--- src/rtl/activation_pkg.sv ---
// rtl/activation_pkg.sv - shared encodings and constants for the activation stage
package activation_pkg;

    localparam int Q_FRAC = 8;
    localparam logic [15:0] RELU6_MAX = 16'(6 << Q_FRAC);

    typedef enum logic [1:0] {
        ACT_RELU     = 2'b00,
        ACT_RELU6    = 2'b01,
        ACT_LEAKY    = 2'b10,
        ACT_IDENTITY = 2'b11
    } act_mode_t;

    typedef enum logic [1:0] {
        ST_IDLE  = 2'b00,
        ST_RUN   = 2'b01,
        ST_DRAIN = 2'b10,
        ST_DONE  = 2'b11
    } act_state_t;

endpackage

--- src/rtl/activation_func.sv ---
// rtl/activation_func.sv - combinational element-wise activation of one Q8.8 sample
module activation_func
    import activation_pkg::*;
#(
    parameter int DATA_WIDTH = 16
) (
    input  logic [DATA_WIDTH-1:0] x,
    input  act_mode_t             mode,
    input  logic [3:0]            leaky_shift,
    output logic [DATA_WIDTH-1:0] y
);

    logic signed [DATA_WIDTH-1:0] x_s;
    logic signed [DATA_WIDTH-1:0] max_s;
    logic                         neg;

    assign x_s   = x;
    assign max_s = DATA_WIDTH'(RELU6_MAX);
    assign neg   = x_s[DATA_WIDTH-1];

    // Select the activation; leaky uses an arithmetic shift so small negatives stay at -1
    always_comb begin
        y = x;
        case (mode)
            ACT_RELU: begin
                if (neg) y = '0;
            end
            ACT_RELU6: begin
                if (neg)             y = '0;
                else if (x_s > max_s) y = max_s;
            end
            ACT_LEAKY: begin
                if (neg) y = x_s >>> leaky_shift;
            end
            default: y = x;
        endcase
    end

endmodule

--- src/rtl/activation_unit.sv ---
// rtl/activation_unit.sv - streaming activation stage with run control and zero counting
module activation_unit
    import activation_pkg::*;
#(
    parameter int DATA_WIDTH = 16
) (
    input  logic                  clk,
    input  logic                  rst_n,
    input  logic                  start,
    input  logic                  clear,
    input  logic [1:0]            mode,
    input  logic [3:0]            leaky_shift,
    input  logic [15:0]           num_channels,
    input  logic [15:0]           feature_size,
    output logic                  busy,
    output logic                  done,
    output logic [31:0]           zero_count,
    input  logic [DATA_WIDTH-1:0] input_data,
    input  logic                  input_valid,
    output logic                  input_ready,
    output logic [DATA_WIDTH-1:0] output_data,
    output logic [15:0]           output_channel,
    output logic                  output_last,
    output logic                  output_valid,
    input  logic                  output_ready
);

    act_state_t            state, state_nxt;
    act_mode_t             mode_q;
    logic [3:0]            shift_q;
    logic [15:0]           nch_q, fsz_q;
    logic [15:0]           sample_cnt, channel_cnt;
    logic [DATA_WIDTH-1:0] act_y;
    logic                  last_elem;
    logic                  xfer;
    logic                  run_start;

    activation_func #(.DATA_WIDTH(DATA_WIDTH)) u_func (
        .x           (input_data),
        .mode        (mode_q),
        .leaky_shift (shift_q),
        .y           (act_y)
    );

    assign run_start   = (state == ST_IDLE) && start && !clear;
    assign last_elem   = (channel_cnt == nch_q - 16'd1) && (sample_cnt == fsz_q - 16'd1);
    assign input_ready = (state == ST_RUN) && !clear && (!output_valid || output_ready);
    assign xfer        = input_valid && input_ready;
    assign busy        = (state != ST_IDLE);
    assign done        = (state == ST_DONE);

    // State register
    always_ff @(posedge clk or negedge rst_n) begin
        if (!rst_n) state <= ST_IDLE;
        else        state <= state_nxt;
    end

    // Next-state: clear dominates, empty runs skip straight to DONE
    always_comb begin
        state_nxt = state;
        if (clear) begin
            state_nxt = ST_IDLE;
        end else begin
            case (state)
                ST_IDLE: begin
                    if (start)
                        state_nxt = (num_channels == 16'd0 || feature_size == 16'd0) ? ST_DONE : ST_RUN;
                end
                ST_RUN: begin
                    if (xfer && last_elem) state_nxt = ST_DRAIN;
                end
                ST_DRAIN: begin
                    if (output_valid && output_ready) state_nxt = ST_DONE;
                end
                default: state_nxt = ST_IDLE;
            endcase
        end
    end

    // Configuration latched once per run
    always_ff @(posedge clk or negedge rst_n) begin
        if (!rst_n) begin
            mode_q  <= ACT_RELU;
            shift_q <= '0;
            nch_q   <= '0;
            fsz_q   <= '0;
        end else if (run_start) begin
            mode_q  <= act_mode_t'(mode);
            shift_q <= leaky_shift;
            nch_q   <= num_channels;
            fsz_q   <= feature_size;
        end
    end

    // Sample/channel position within the run
    always_ff @(posedge clk or negedge rst_n) begin
        if (!rst_n) begin
            sample_cnt  <= '0;
            channel_cnt <= '0;
        end else if (clear || run_start) begin
            sample_cnt  <= '0;
            channel_cnt <= '0;
        end else if (xfer) begin
            if (sample_cnt == fsz_q - 16'd1) begin
                sample_cnt  <= '0;
                channel_cnt <= channel_cnt + 16'd1;
            end else begin
                sample_cnt <= sample_cnt + 16'd1;
            end
        end
    end

    // Saturating zero counter; survives clear so the last figure stays readable
    always_ff @(posedge clk or negedge rst_n) begin
        if (!rst_n)
            zero_count <= '0;
        else if (run_start)
            zero_count <= '0;
        else if (xfer && act_y == '0 && zero_count != 32'hFFFF_FFFF)
            zero_count <= zero_count + 32'd1;
    end

    // Output register: loads on transfer, empties when downstream takes it
    always_ff @(posedge clk or negedge rst_n) begin
        if (!rst_n) begin
            output_valid   <= 1'b0;
            output_data    <= '0;
            output_channel <= '0;
            output_last    <= 1'b0;
        end else if (clear) begin
            output_valid <= 1'b0;
        end else if (xfer) begin
            output_valid   <= 1'b1;
            output_data    <= act_y;
            output_channel <= channel_cnt;
            output_last    <= last_elem;
        end else if (output_ready) begin
            output_valid <= 1'b0;
        end
    end

endmodule

--- config.mk ---
export PLATFORM = sky130hd
export DESIGN_NAME = activation_unit
export DESIGN_NICKNAME = d
export VERILOG_FILES = /design/src/rtl/activation_pkg.sv /design/src/rtl/activation_func.sv /design/src/rtl/activation_unit.sv
export SDC_FILE = /design/constraint.sdc
export NUM_CORES = 1
export LEC_CHECK = 0
export ABC_AREA = 0
export BUFFER_PORTS_ARGS = -buffer_cell sky130_fd_sc_hd__buf_2
export CORE_ASPECT_RATIO = 0.7
export CORE_MARGIN = 2
export CORE_UTILIZATION = 30
export DETAILED_ROUTE_END_ITERATION = 6
export GPL_TIMING_DRIVEN = 0
export PLACE_DENSITY_LB_ADDON = 0.15
export RECOVER_POWER = 100
export REMOVE_ABC_BUFFERS = 1
export SLEW_MARGIN = 20
export SYNTH_ARGS = -nofsm -noshare
export SYNTH_HDL_FRONTEND = slang
export SYNTH_SLANG_ARGS = --single-unit
--- constraint.sdc ---
create_clock -name clk -period 3.9 [get_ports clk]
set_clock_uncertainty 0.05 [all_clocks]
set_input_delay 0.195 -clock clk [delete_from_list [all_inputs] [get_ports clk]]
set_output_delay 0.195 -clock clk [all_outputs]
set_load 0.01 [all_outputs]
==> flow_summary.toml <==
[pwr]
swShare = 0.402
p_per_area_mw_per_mm2 = 577
p_clk_frac = 0.271
ir_drop_v = 0.000316
p_seq_frac = 0.358
p_sw_mw = 2.48
combinationalPowerShare = 0.370
total_power_mw = 6.16
p_leak_nw = 4.56
intPower_mw = 3.68

[global_routing]
grt.overflow.total = 0
grt_start_max_net_pins = 75
grt_first_pass_wirelength_um = 42700
grt_pass1_vias = 7777
grt_usage = 0.175
antenna_found_initial = 0

[place]
numPortBuffers = 128
gp_congestion = 0.782
pre_cts_ws_ns = -0.619
detailed_place_hpwl_um = 18600

[finish]
regArea_mm2 = 0.00346
syn_to_final_growth_pct = 22.4
multi_input_area_mm2 = 0.00504
drive_gt1_frac = 0.129
nFillCells = 3017
diodes = 0
fin_nets = 1209
final_util = 0.372

[route]
post-route-drc-count = 0
first_iter_violations = 571
wire_per_inst_um = 17.2
avgViaCountPerCell = 5.22
route.vias.total = 7993
firstDrtPassIters = 5
wirelength_um = 26400
drtAntennaViolNets = 0

[timing]
tns_ns = 0
fin_crit_ns = 3.76
fmax_mhz = 266
fin_ws_ns = 0.136
setup_viol = 0
rsz0062_at_grt = "yes"
finalMaxSlewViolations = 147
worst_slew_pin_slew_ns = 1.71
min_period_over_period = 0.965
hold_viol = 0
slew_headroom = -0.140

[hold_path]
worstHoldPathType = "primary input to register"

[critical_path]
arrival_ns = 4.06
cp_num_buf_inv = 2
cp_top_family = "compound AO/OA/AOI/OAI gates"
path_max_fanout = 12
cp-start-kind = "register"
cp.required_ns = 4.20
cp-end-kind = "register"
path_cells = "nor2b_1, a21boi_0, a21boi_0, a22o_1, a311o_1, nor4_4, buf_4, buf_4, nand3b_1, mux2i_1"
worst_path_max_delay_cell = "a21boi_0"
crit_type = "register to register"
slowest_delay_ns = 1.19

[yosys]
ys_seq_area_frac = 0.395
async_reset_ff_frac = 1.00
synth_warnings = 0
yosys.area.top_type = "dfrtp_1"
synth.most_common_cell = "nand2_1"
yosys_register_bits = 138
synth_edf_count = 0
synth_cell_type_count = 69
synthTopCellsByArea = "dfrtp_1 40%, nand2_1 9.2%, mux4_2 3.1%"
postSynthCellCount = 1000
syn_avg_cell_area_um2 = 8.73
netlist_top_cells_count = "214 x nand2_1, 138 x dfrtp_1, 59 x nor2_1"
ys.flop_type = "dfrtp_1"
synth_top_area_share = 0.395
synth_area_mm2 = 0.00873

[clock_network]
path_clk_slew_ns = 0.07
htreeDepth = 4
cts_tree = "done"
numCtsBuffers = 17
cts_root_buf = "clkbuf_16"
cts_sinks = 138
cts_buffer_depth = 2
clk_latency_ns = 0.43

[flow_run]
drv_cap = 4

[outcome]
violations = "capacitance limit, slew limit"
status = "finished with violations"

[floorplan]
ios = 129
die_area_mm2 = 0.0305
core_area_mm2 = 0.0288
rows = 52
die_height_um = 147
start_util = 0.304
die_x_um = 208
[what timing repair did]
item                                   in CTS  in global routing
buffers inserted                            2                  0
gates resized for setup                    12                  4
endpoints found under the hold margin     102                  0
hold buffers                               39                  0
pin swaps                                   1                  3
setup endpoints to repair                  38                 10
[power by group through the flow]
stage | Sequential (mW) | Combinational (mW) | Clock, mW
2_1_floorplan | 2.10 | 1.58 | 0
3_3_place_gp | 2.22 | 2.20 | 0
3_5_place_dp | 2.23 | 2.27 | 0
4_1_cts | 2.21 | 2.34 | 1.72
5_1_grt | 2.28 | 2.56 | 1.77
6_report | 2.21 | 2.28 | 1.67
[state kept, by name (all words and copies together), names as in the netlist]
| signal | flops |
|---|---|
| fsz_q | 16 |
| output_valid | 1 |
| channel_cnt | 16 |
| sample_cnt | 16 |
| output_data | 16 |
| shift_q | 4 |
| mode_q | 2 |
| state | 2 |
| output_channel | 16 |
| output_last | 1 |
| zero_count | 32 |
| nch_q | 16 |
[logic make-up after synthesis]
logic type,synth area share
xor gates and xnor gates,0.0451
and+or+nand+nor,0.266
buffers and inverters,0.0387
adders and majority gates,0.0140
muxes,0.0915
AOI/OAI and AO/OA,0.149
DFF,0.395
[area by class of cell]
| class | instances | share of cell area |
|---|---|---|
| Multi-Input combinational cell | 781 | 0.471 |
| Inverter | 23 | 0.00808 |
| Clock inverter | 12 | 0.0131 |
| Tap cell | 378 | 0.0443 |
| Timing Repair Buffer | 179 | 0.0969 |
| Clock buffer | 20 | 0.0427 |
| Sequential cell | 138 | 0.324 |
[stage by stage]
step           cell area (um2)  instances  hold WS (ns)
3_5_place_dp              9830       1458         0.136
3_3_place_gp              9600       1448         0.334
5_1_grt                  10700       1531        0.0573
6_report                 10700       1531        0.0268
4_1_cts                  10900       1531        0.0110
2_1_floorplan             8480        942        -0.151
[metal layers]
metal | track usage | routed length (um) | up-vias
li1 | - | - | 3902
met1 | 0.253 | 13200 | 3879
met2 | 0.261 | 11400 | 188
met3 | 0.0366 | 1280 | 24
met4 | 0.0539 | 495 | 0
met5 | 0 | 0 | -
[worst min-delay path: stages]
cell and delay, ns:
buf_2 0.14, nand2_1 0.06, a31oi_1 0.07
[placed cells by master (no fill, tap or decap), drive strengths merged, types with 5 or more instances in the layout]
cell type,n
nor4b,6
ha,9
a211oi,9
a31oi,20
a21o,6
or3,17
nand4,17
a21boi,7
a21oi,47
mux2,12
or4,11
xor2,17
a221oi,5
o21a,6
o21ai,50
clkbuf,96
dfrtp,138
nor4,22
nor2,59
o211ai,6
o31ai,11
buf,64
nor3,23
inv,26
and3,18
nand2,214
nand2b,24
dlygate4sd3,39
nor2b,6
nor3b,7
mux4,19
nand3,24
mux2i,21
xnor2,28
[worst paths after layout]
path / startpoint / end / slack (ns) / depth (start not counted)
max: mode_q[0] / zero_count[24] / 0.14 / 10
min: input_data[7] / output_data[7] / 0.03 / 3
max reg2reg: mode_q[0] / zero_count[24] / 0.14 / 10
min reg2reg: output_channel[0] / output_channel[0] / 0.43 / 2
max in group asynchronous: rst_n / output_channel[13] / 1.14 / 3
min in group asynchronous: rst_n / fsz_q[11] / 0.68 / 2
No activity file was read; power rests on OpenSTA's default activity.
